`config.mk`:
```
export PLATFORM = sky130hd
export DESIGN_NAME = depacketizer_arbiter_flat
export DESIGN_NICKNAME = d
export VERILOG_FILES = /design/src/rtl/depacketizer_pkg.sv /design/src/rtl/depacketizer_arbiter_if.sv /design/src/rtl/depacketizer_arbiter_rr_picker.sv /design/src/rtl/depacketizer_arbiter.sv /design/src/flat_wrapper.sv
export SDC_FILE = /design/constraint.sdc
export NUM_CORES = 1
export LEC_CHECK = 0
export CAP_MARGIN = 20
export CORE_MARGIN = 4
export CORE_UTILIZATION = 45
export CTS_BUF_LIST = sky130_fd_sc_hd__clkbuf_8
export DETAILED_ROUTE_END_ITERATION = 10
export DONT_BUFFER_PORTS = 1
export GPL_TIMING_DRIVEN = 0
export HOLD_SLACK_MARGIN = 0.02
export PLACE_DENSITY = 0.63
export RECOVER_POWER = 50
export SETUP_SLACK_MARGIN = 0.05
export SLEW_MARGIN = 10
export SYNTH_ARGS = -nofsm -noshare
export SYNTH_HDL_FRONTEND = slang
export SYNTH_HIERARCHICAL = 1
export SYNTH_SLANG_ARGS = --single-unit
```
`constraint.sdc`:
```
create_clock -name clk -period 2.4 [get_ports clk]
set_input_delay 0 -clock clk [delete_from_list [all_inputs] [get_ports clk]]
set_output_delay 0 -clock clk [all_outputs]
set_load 0.05 [all_outputs]
```
`src/rtl/depacketizer_pkg.sv`:
```
// depacketizer_pkg: shared types and width helpers for the depacketizer arbiter
package depacketizer_pkg;
    typedef enum logic {ARB_IDLE, ARB_BURST} arb_state_t;

    function automatic int clog2_min1(input int n);
        return (n <= 2) ? 1 : $clog2(n);
    endfunction

    function automatic int head_valid_bit(input int width_pkt);
        return width_pkt - 1;
    endfunction
endpackage

```
`src/rtl/depacketizer_arbiter_if.sv`:
```
// depacketizer_arbiter_if: requester-side and depacketizer-side handshake bundle
interface depacketizer_arbiter_if #(
    parameter int NUM_REQ   = 4,
    parameter int WIDTH_PKT = 36
);
    import depacketizer_pkg::*;
    localparam int W_ID = clog2_min1(NUM_REQ);
    logic [NUM_REQ*WIDTH_PKT-1:0] req_data_in;
    logic [NUM_REQ-1:0]           req_valid_in;
    logic [NUM_REQ-1:0]           req_ready_out;
    logic [WIDTH_PKT-1:0]         data_out;
    logic                         valid_out;
    logic                         ready_in;
    logic [W_ID-1:0]              grant_id_out;
    modport master (
        output req_data_in, req_valid_in, ready_in,
        input  req_ready_out, data_out, valid_out, grant_id_out
    );
    modport slave (
        input  req_data_in, req_valid_in, ready_in,
        output req_ready_out, data_out, valid_out, grant_id_out
    );
endinterface

```
`src/rtl/depacketizer_arbiter_rr_picker.sv`:
```
// rr_picker: rotating-priority encoder, first set request after index last
module rr_picker
    import depacketizer_pkg::*;
#(
    parameter int N = 4,
    localparam int W = clog2_min1(N)
)(
    input  logic [N-1:0] i_req,
    input  logic [W-1:0] i_last,
    output logic         o_found,
    output logic [W-1:0] o_idx
);
    logic [W-1:0] w_c;

    // Scan from farthest to nearest so the nearest candidate is written last
    always_comb begin
        o_found = 1'b0;
        o_idx   = '0;
        w_c     = '0;
        for (int k = N; k >= 1; k--) begin
            w_c = W'((int'(i_last) + k) % N);
            if (i_req[w_c]) begin
                o_found = 1'b1;
                o_idx   = w_c;
            end
        end
    end
endmodule

```
`src/rtl/depacketizer_arbiter.sv`:
```
// depacketizer_arbiter: round-robin packet arbiter with burst lock, empty-packet filter
// and a single registered output stage feeding the depacketizer
module depacketizer_arbiter
    import depacketizer_pkg::*;
#(
    parameter int NUM_REQ   = 4,
    parameter int WIDTH_PKT = 36,
    parameter int MAX_BURST = 4
)(
    input  logic                  clk,
    input  logic                  rst_n,
    depacketizer_arbiter_if.slave bus
);
    localparam int W_ID           = clog2_min1(NUM_REQ);
    localparam int W_CNT          = clog2_min1(MAX_BURST + 1);
    localparam int HEAD_VALID_BIT = head_valid_bit(WIDTH_PKT);

    arb_state_t           r_state;
    logic [W_CNT-1:0]     r_burst_cnt;
    logic [W_ID-1:0]      r_last, r_owner, r_grant_id;
    logic [WIDTH_PKT-1:0] r_data;
    logic                 r_valid;
    logic [W_ID-1:0]      w_rr_idx, w_grant;
    logic [WIDTH_PKT-1:0] w_pkt;
    logic                 w_rr_found, w_can_load, w_grant_valid, w_xfer, w_load, w_burst_end;

    rr_picker #(.N(NUM_REQ)) u_picker (
        .i_req  (bus.req_valid_in),
        .i_last (r_last),
        .o_found(w_rr_found),
        .o_idx  (w_rr_idx)
    );

    assign w_can_load    = ~r_valid | bus.ready_in;
    assign w_grant       = (r_state == ARB_BURST) ? r_owner : w_rr_idx;
    assign w_grant_valid = (r_state == ARB_BURST) ? bus.req_valid_in[r_owner] : w_rr_found;
    assign w_xfer        = w_grant_valid & w_can_load;
    assign w_pkt         = bus.req_data_in[w_grant*WIDTH_PKT +: WIDTH_PKT];
    assign w_load        = w_xfer & w_pkt[HEAD_VALID_BIT];
    assign w_burst_end   = int'(r_burst_cnt) + 1 >= MAX_BURST;

    assign bus.req_ready_out = {{(NUM_REQ-1){1'b0}}, w_xfer} << w_grant;
    assign bus.data_out      = r_data;
    assign bus.valid_out     = r_valid;
    assign bus.grant_id_out  = r_grant_id;

    // Empty packets are consumed upstream but never occupy the output stage
    always_ff @(posedge clk or negedge rst_n) begin
        if (!rst_n) begin
            r_valid    <= 1'b0;
            r_data     <= '0;
            r_grant_id <= '0;
        end else if (w_load) begin
            r_valid    <= 1'b1;
            r_data     <= w_pkt;
            r_grant_id <= w_grant;
        end else if (bus.ready_in) begin
            r_valid    <= 1'b0;
        end
    end

    // Burst ends on exhaustion or when the owner goes quiet while the output could accept
    always_ff @(posedge clk or negedge rst_n) begin
        if (!rst_n) begin
            r_state     <= ARB_IDLE;
            r_burst_cnt <= '0;
            r_last      <= W_ID'(NUM_REQ - 1);
            r_owner     <= '0;
        end else if (r_state == ARB_IDLE) begin
            if (w_load && MAX_BURST > 1) begin
                r_state     <= ARB_BURST;
                r_owner     <= w_grant;
                r_burst_cnt <= W_CNT'(1);
            end else if (w_xfer) begin
                r_last      <= w_grant;
            end
        end else if (w_load ? w_burst_end : (~bus.req_valid_in[r_owner] & w_can_load)) begin
            r_state     <= ARB_IDLE;
            r_last      <= r_owner;
            r_burst_cnt <= '0;
        end else if (w_load) begin
            r_burst_cnt <= r_burst_cnt + W_CNT'(1);
        end
    end
endmodule

```
`src/flat_wrapper.sv`:
```
// flat-port wrapper written by rule: the top's interface ports become plain ports
module depacketizer_arbiter_flat import depacketizer_pkg::*;
#(
    parameter int NUM_REQ   = 4,
    parameter int WIDTH_PKT = 36,
    parameter int MAX_BURST = 4
)
  (clk, rst_n, bus_req_data_in, bus_req_valid_in, bus_ready_in, bus_req_ready_out, bus_data_out, bus_valid_out, bus_grant_id_out);
  depacketizer_arbiter_if #(.NUM_REQ(NUM_REQ), .WIDTH_PKT(WIDTH_PKT)) bus_i ();
  input  logic clk;
  input  logic rst_n;
  input wire logic [$bits(bus_i.req_data_in)-1:0] bus_req_data_in;
  input wire logic [$bits(bus_i.req_valid_in)-1:0] bus_req_valid_in;
  input wire logic [$bits(bus_i.ready_in)-1:0] bus_ready_in;
  output wire logic [$bits(bus_i.req_ready_out)-1:0] bus_req_ready_out;
  output wire logic [$bits(bus_i.data_out)-1:0] bus_data_out;
  output wire logic [$bits(bus_i.valid_out)-1:0] bus_valid_out;
  output wire logic [$bits(bus_i.grant_id_out)-1:0] bus_grant_id_out;
  assign bus_i.req_data_in = bus_req_data_in;
  assign bus_i.req_valid_in = bus_req_valid_in;
  assign bus_i.ready_in = bus_ready_in;
  assign bus_req_ready_out = bus_i.req_ready_out;
  assign bus_data_out = bus_i.data_out;
  assign bus_valid_out = bus_i.valid_out;
  assign bus_grant_id_out = bus_i.grant_id_out;
  depacketizer_arbiter #(.NUM_REQ(NUM_REQ), .WIDTH_PKT(WIDTH_PKT), .MAX_BURST(MAX_BURST)) u_core (.clk(clk), .rst_n(rst_n), .bus(bus_i));
endmodule
```
==> run summary, run 1 <==
RD Place Congestion: 0.877
asr flop ratio synth: 100%
yosys warns: 6
max-slew violations: 0
endpoints failing setup: 4
vias in the first global route: 3726
CP Launch Type: register
# DRC: 0
CTS sink cnt: 47
RSZ-0062 raised after global routing: true
routed length per instance: 18.1 um
crit end category: output port
multi-input gate area in the final layout: 1840 sq um
post-layout min period: 2.48 ns
Ports: 194
fin util: 67.1%
die extent in y: 91.1 um
Root Buffer: clkbuf_8
final net count: 728
Synth area leaders: dfrtp_1 (36%), nand2_1 (26%), o21ai_0 (12%)
Leak: 0.00216 uW
Avg Synthesized Cell Area: 6.77 sq um
placed insts: 540
pwr dens: 1640 nW/um^2
crit path DAT: 2.48 ns
largest vdd supply drop: 0.746 mV
skew final: 0.0135 ns
DRT iter0 DRCs: 214
Slew headroom: 20.3%
Clk Latency, worst-skew pair: 0.30 ns
Worst Max-Slew Pin Slew: 1.19 ns
ANT nets after route: 0
CTS tree: done
FF+latch count, synth: 47
Final Hold Viols: 0
sequential cell area: 1180 sq um
Routed WL: 11900 um
Critical Path Fanout Max: 10
CORE AREA: 6760 sq um
most numerous cell in the Yosys netlist: nand2_1
H-tree depth: 2
final worst slack: -0.0759 ns
post-DP HPWL: 7230 um
share of layout cells above drive strength 1: 11.6%
fillcell total: 511
Non-Filler Instances: 658
WS Path Type: register to output port
die width: 91.1 um
CTS Buf Count: 5
failing checks: negative setup slack
Layout area overhead: 45.9%
via count: 3683
first-pass GRT wire length: 18500 um
Max-cap violations: 0
synthesized cell area: 3110 sq um
DIE AREA: 8290 sq um
Row Count: 30
Final Cycle Share: 103%
reg2reg setup slack: -0.07 ns
Mapped Cells: 459
Worst-path clk slew: 0.09 ns
synth cell count leaders: nand2_1 (219), o21ai_0 (73), dfrtp_1 (45), nand3_1 (35), clkbuf_1 (21)
hold_ws: 0.0226 ns
top cell type's share of synthesized area: 36.3%
grt total ovfl: 0
largest net degree at the start of global routing: 48
port bufs: 0
Max Clock Freq: 404 MHz
Post-Place Worst Slack: -0.346 ns
Tot GR Track Use: 27.7%
status: finished with violations
Worst EP required: 2.40 ns
ys flop type: dfrtp_1
Post-synth EDFFs: 0
maximum clock path buffer count: 2
DRT Pass-1 Iters: 6
area leader, netlist: dfrtp_1
initial core utilization: 46.0%
Synth Net Count: 611
post-synthesis sequential area ratio: 38.0%
initial antenna violation count: 0
detailed-route vias per instance: 5.60
post-synthesis cell type count: 33
Hold WC Path Type: input pin to register
[cells in the final DEF (no fill, tap or decap), types with 2 or more instances in the layout]
| cell | n |
|---|---|
| a31oi_1 | 2 |
| nand2b_1 | 6 |
| buf_2 | 6 |
| clkbuf_2 | 13 |
| buf_12 | 2 |
| mux2i_1 | 4 |
| nand3_1 | 35 |
| dfrtp_1 | 45 |
| clkbuf_8 | 7 |
| nand2_1 | 219 |
| nor2_1 | 7 |
| mux2_4 | 3 |
| dfstp_2 | 2 |
| a21oi_2 | 2 |
| clkbuf_1 | 4 |
| nor3_4 | 4 |
| buf_6 | 4 |
| inv_1 | 3 |
| o21ai_0 | 73 |
| a21oi_1 | 3 |
| mux2_2 | 4 |
| buf_4 | 11 |
| dlygate4sd3_1 | 101 |
| clkbuf_4 | 2 |
[cells by family after synthesis]
kind of cell / synth area share (%)
simple gates: 36.1
mux: 5.56
flops: 38.0
fa+ha+maj: 0.403
buf+inv: 5.16
compound gates: 14.9
[worst paths after layout]
check,from,to,cells after the start
worst min register to register,u_core/r_burst_cnt[2],u_core/r_burst_cnt[2],1
worst max-delay path,u_core/r_last[1],bus_req_ready_out[0],7
worst max register to register,u_core/r_last[1],u_core/r_last[1],9
min in group asynchronous,rst_n,u_core/bus.data_out[14],2
worst min-delay path,bus_req_data_in[118],u_core/bus.data_out[10],4
max in group asynchronous,rst_n,u_core/bus.data_out[12],2
[per-stage QoR]
| stage | power (uW) | cell area [sq um] | TNS, ns |
|---|---|---|---|
| global route | 7980 | 4530 | -4.03 |
| detailed placement | 6250 | 3230 | -9.57 |
| floorplan | 5270 | 3120 | -0.606 |
| global placement | 6120 | 3220 | -13.70 |
| CTS | 7180 | 4480 | -0.116 |
| finish | 7430 | 4530 | -0.258 |
[area by class of cell]
class                      count  area share (%)
multi-input combinational    377            40.6
sequential                    47            26.0
timing repair buffer         110            23.8
buffer                        33            4.94
tap                           80            2.21
clock buffer                   7            2.13
inverter                       2           0.166
clock inverter                 1          0.0828
antenna                        1          0.0552
[critical path: stages, from the launching register on]
cell and delay [ns]:
dfstp_2 0.60, mux2i_1 0.23, o221ai_2 0.12, mux2_4 0.31
buf_4 0.15, buf_12 0.14, buf_12 0.13, nor3_4 0.48
[power by group]
group	leakage (uW)	internal (uW)	switching, uW	total (uW)
Sequential	0.000571	1190	1420	2610
Clock	0.0000557	259	259	518
Combinational	0.00153	1660	2630	4300
[flip-flops by register name (all words and copies together) (netlist names)]
signal	count
u_core/bus.data_out	36
u_core/r_burst_cnt	3
u_core/bus.grant_id_out	2
u_core/r_last	2
u_core/r_owner	2
u_core/bus.valid_out	1
u_core/r_state	1
[per-layer routing]
metal | global-route usage [%] | vias up | wire [um]
li1 | - | 1744 | -
met1 | 32.9 | 1659 | 4440
met2 | 48.0 | 244 | 5980
met3 | 7.13 | 36 | 1170
met4 | 10.3 | 0 | 307
met5 | 0 | - | 0
[timing repair]
action                     in CTS  in global routing
cloned                          0                  0
setup endpoints to repair      46                 47
hold endpoints to repair       83                  0
hold buffers                  102                  0
buffers inserted                2                  5
pin swaps                       4                  4
gates resized for setup        27                 31
Note: power is estimated with default switching activity, not from simulation.
==> run 2, diff against run 1 <==
--- a/config.mk
+++ b/config.mk
@@ -18,2 +18,3 @@
 export SETUP_SLACK_MARGIN = 0.05
+export SKIP_LAST_GASP = 1
 export SLEW_MARGIN = 10
--- a/constraint.sdc
+++ b/constraint.sdc
@@ -3,2 +3,2 @@
 set_output_delay 0 -clock clk [all_outputs]
-set_load 0.05 [all_outputs]
+set_load 0.1 [all_outputs]
==> run summary, run 2 <==
status: aborted with a tool error
Ports: 194 (unchanged)
die width: 91.1 um (unchanged)
Synth Net Count: 611 (unchanged)
area leader, netlist: dfrtp_1
Avg Synthesized Cell Area: 6.77 sq um (unchanged)
Log Error: [ERROR RSZ-0060] Max buffer count reached.
synthesized cell area: 3110 sq um (unchanged)
hold buffers post-CTS: 114 (+12%)
Post-CTS Setup Inserts: 16 (+14)
CTS sink cnt: 47 (unchanged)
asr flop ratio synth: 100% (unchanged)
Post-CTS Resized: 89 (+230%)
Synth area leaders: dfrtp_1 (36%), nand2_1 (26%), o21ai_0 (12%)
top cell type's share of synthesized area: 36.3% (unchanged)
Row Count: 30 (unchanged)
Root Buffer: clkbuf_8
post-synthesis sequential area ratio: 38.0% (unchanged)
H-tree depth: 2 (unchanged)
most numerous cell in the Yosys netlist: nand2_1
initial core utilization: 46.0% (unchanged)
RD Place Congestion: 0.819 (-6.5%)
port bufs: 0 (unchanged)
yosys warns: 6 (unchanged)
FF+latch count, synth: 47 (unchanged)
CTS Buf Count: 5 (unchanged)
post-synthesis cell type count: 33 (unchanged)
die extent in y: 91.1 um (unchanged)
Fail Step: clock tree synthesis (4_1_cts)
ys flop type: dfrtp_1
post-DP HPWL: 7350 um (+1.6%)
synth cell count leaders: nand2_1 (219), o21ai_0 (73), dfrtp_1 (45), nand3_1 (35), clkbuf_1 (21)
Post-synth EDFFs: 0 (unchanged)
maximum clock path buffer count: 2 (unchanged)
Mapped Cells: 459 (unchanged)
==> run 2: cell counts after synthesis <==
Identical to the previous run, type by type.
==> run 2: cell families after synthesis <==
family / after synthesis / share of synthesized area (%)
buffers and inverters: 35 / 5.16
AO/OA/AOI/OAI: 85 / 14.9
multiplexers: 14 / 5.56
AND/OR/NAND/NOR: 277 / 36.1
adder cells (fa/ha/maj): 1 / 0.403
flip-flops: 47 / 38.0
==> run 2: stage by stage <==
step	cell area [sq um]	worst slack (ns)	util (%)	cells	hold WS, ns
after floorplan	3150	-0.217	-	459	-0.296
after global placement	3250	-0.623	48.1	539	-0.294
after detailed placement	3270	-0.214	48.4	540	-0.294
==> run 3, diff against run 2 <==
CORE_UTILIZATION = 30   (was 45)
CTS_BUF_LIST = unset   (was sky130_fd_sc_hd__clkbuf_8)
HOLD_SLACK_MARGIN = unset   (was 0.02)
PLACE_DENSITY = unset   (was 0.63)
PLACE_DENSITY_LB_ADDON = 0.15   (was unset)
SETUP_SLACK_MARGIN = unset   (was 0.05)
clock period = 3.1 ns   (was 2.4 ns; I/O delays follow)
==> run summary, run 3 (synthesis results as in run 1) <==
initial core utilization: 31.3% (-15 points)
DRT iter0 DRCs: 129
worst r2r path cells: 9
WS Path Type: register to output port
Placed Area: 3340 sq um (+2.2%)
Tot GR Track Use: 18.5%
Max Clock Freq: 344 MHz
crit path to: bus_req_ready_out[1]
initial antenna violation count: 0
largest net degree at the start of global routing: 48
Non-Filler Instances: 678
routed length per instance: 17.2 um
Critical R2R Capture: u_core/bus.data_out[31]
Worst Max-Slew Pin Slew: 2.25 ns
CTS sink cnt: 47 (unchanged)
RSZ-0062 raised after global routing: false
Hold WC Path Type: input pin to register
first-pass GRT wire length: 17200 um
H-tree depth: 2 (unchanged)
commonest non-fill, non-tap cell in the layout: nand2_1
port bufs: 0 (unchanged)
placed insts: 595 (+10%)
hold_ws: 0.00779 ns
Max-cap violations: 1
Row Count: 36 (+20%)
Final Cycle Share: 93.8%
DIE AREA: 12000 sq um
post-DP HPWL: 8520 um (+16%)
# DRC: 0
vias in the first global route: 3445
reg2reg setup slack: 0.40 ns
Clk Latency, worst-skew pair: 0.29 ns
Worst-path clk slew: 0.09 ns
RR Startpoint: u_core/r_last[1]
grt met2 use: 33.7%
Root Buffer: clkbuf_8
Routed WL: 11700 um
Critical Path Fanout Max: 10
post-route cell area: 4180 sq um
CP max-delay cell: nor3_4
ANT nets after route: 0
ant diodes: 0
skew final: 0.00907 ns
max reg flops: 36
Worst EP required: 3.10 ns
CP startpoint: u_core/r_last[1]
die width: 110 um (+21%)
crit path DAT: 2.91 ns
most frequent cells in the layout: nand2_1 (219), dlygate4sd3_1 (75), o21ai_0 (73), dfrtp_1 (45), nand3_1 (35)
crit end category: output port
CORE AREA: 9910 sq um
Layout area overhead: 34.6%
Global Route met3 Usage: 4.46%
endpoints failing setup: 0
grt total ovfl: 0
status: finished with violations
post-layout min period: 2.91 ns
CTS Buf Count: 5 (unchanged)
Worst path max stage delay: 0.86 ns
share of layout cells above drive strength 1: 7.34%
GRT busiest layer: met2
CTS tree: done
DRT Pass-1 Iters: 5
Ports: 194 (unchanged)
final net count: 696
via count: 3450
die extent in y: 110 um (+21%)
Final Hold Viols: 0
Slew headroom: -49.8%
failing checks: max-capacitance violations, max-slew violations
max-slew violations: 48
maximum clock path buffer count: 2 (unchanged)
CP Cell Sequence: nand2b_1 -> a21oi_2 -> o221ai_2 -> mux2i_1 -> buf_4 -> clkbuf_2 -> nor3_4
GR Util met1: 21.8%
Post-CTS Setup Inserts: 0 (-16)
CP Launch Type: register
RD Place Congestion: 0.818 (-0.21%)
detailed-route vias per instance: 5.09
-- run 3: worst min path at each step --
| stage | slack, ns | to | from | cells after the start |
|---|---|---|---|---|
| 2_1_floorplan | -0.30 | u_core/bus.data_out[0] | rst_n | 0 |
| 3_3_place_gp | -0.29 | u_core/bus.data_out[25] | rst_n | 0 |
| 3_5_place_dp | -0.29 | u_core/bus.data_out[25] | rst_n | 0 |
| 4_1_cts | 0.0005 | u_core/bus.data_out[26] | bus_req_data_in[26] | 4 |
| 5_1_grt | 0.02 | u_core/bus.data_out[6] | bus_req_data_in[6] | 4 |
| 6_report | 0.008 | u_core/bus.data_out[31] | bus_req_data_in[31] | 4 |
-- run 3: critical path, delay by kind of cell, from the launching register on --
| family | cells | cell delay [ns] |
|---|---|---|
| AOI/OAI and AO/OA | 2 | 0.27 |
| buffers and inverters | 2 | 0.48 |
| DFF | 1 | 0.59 |
| muxes | 1 | 0.26 |
| and+or+nand+nor | 2 | 1.00 |
-- run 3: timing repair --
action	4_1_cts	5_1_grt
endpoints found under the hold margin	79	0
hold buffers	76	0
gates resized for setup	0	2
endpoints found under the setup margin	0	4
-- run 3: metrics by stage --
stage	utilization, %	setup TNS, ns	worst slack [ns]
floorplan	-	-1.17	-0.586
global placement	33.1	-2.03	-1.02
detailed placement	33.7	0	0.190
CTS	42.4	0	0.0283
global route	42.2	0	0.0331
finish	42.2	0	0.192
-- run 3: area by class of cell --
cell class / count / area (sq um)
fillers: 1030 / 5730
multi-input cells: 377 / 1800
flip-flops and latches: 47 / 1180
repair buffers: 79 / 798
well taps: 133 / 166
plain buffers: 32 / 150
clock buffers: 7 / 76.3
inverters: 2 / 7.51
clock inverters: 1 / 5.00
-- run 3: routing by layer --
metal	vias to the layer above	share of wire [%]
li1	1671	-
met1	1636	41
met2	133	51
met3	10	7.1
met4	0	0.93
met5	-	0
Power of run 3 is not shown: default switching activity piles up to over one toggle a cycle in this logic, so the estimate is an artifact.
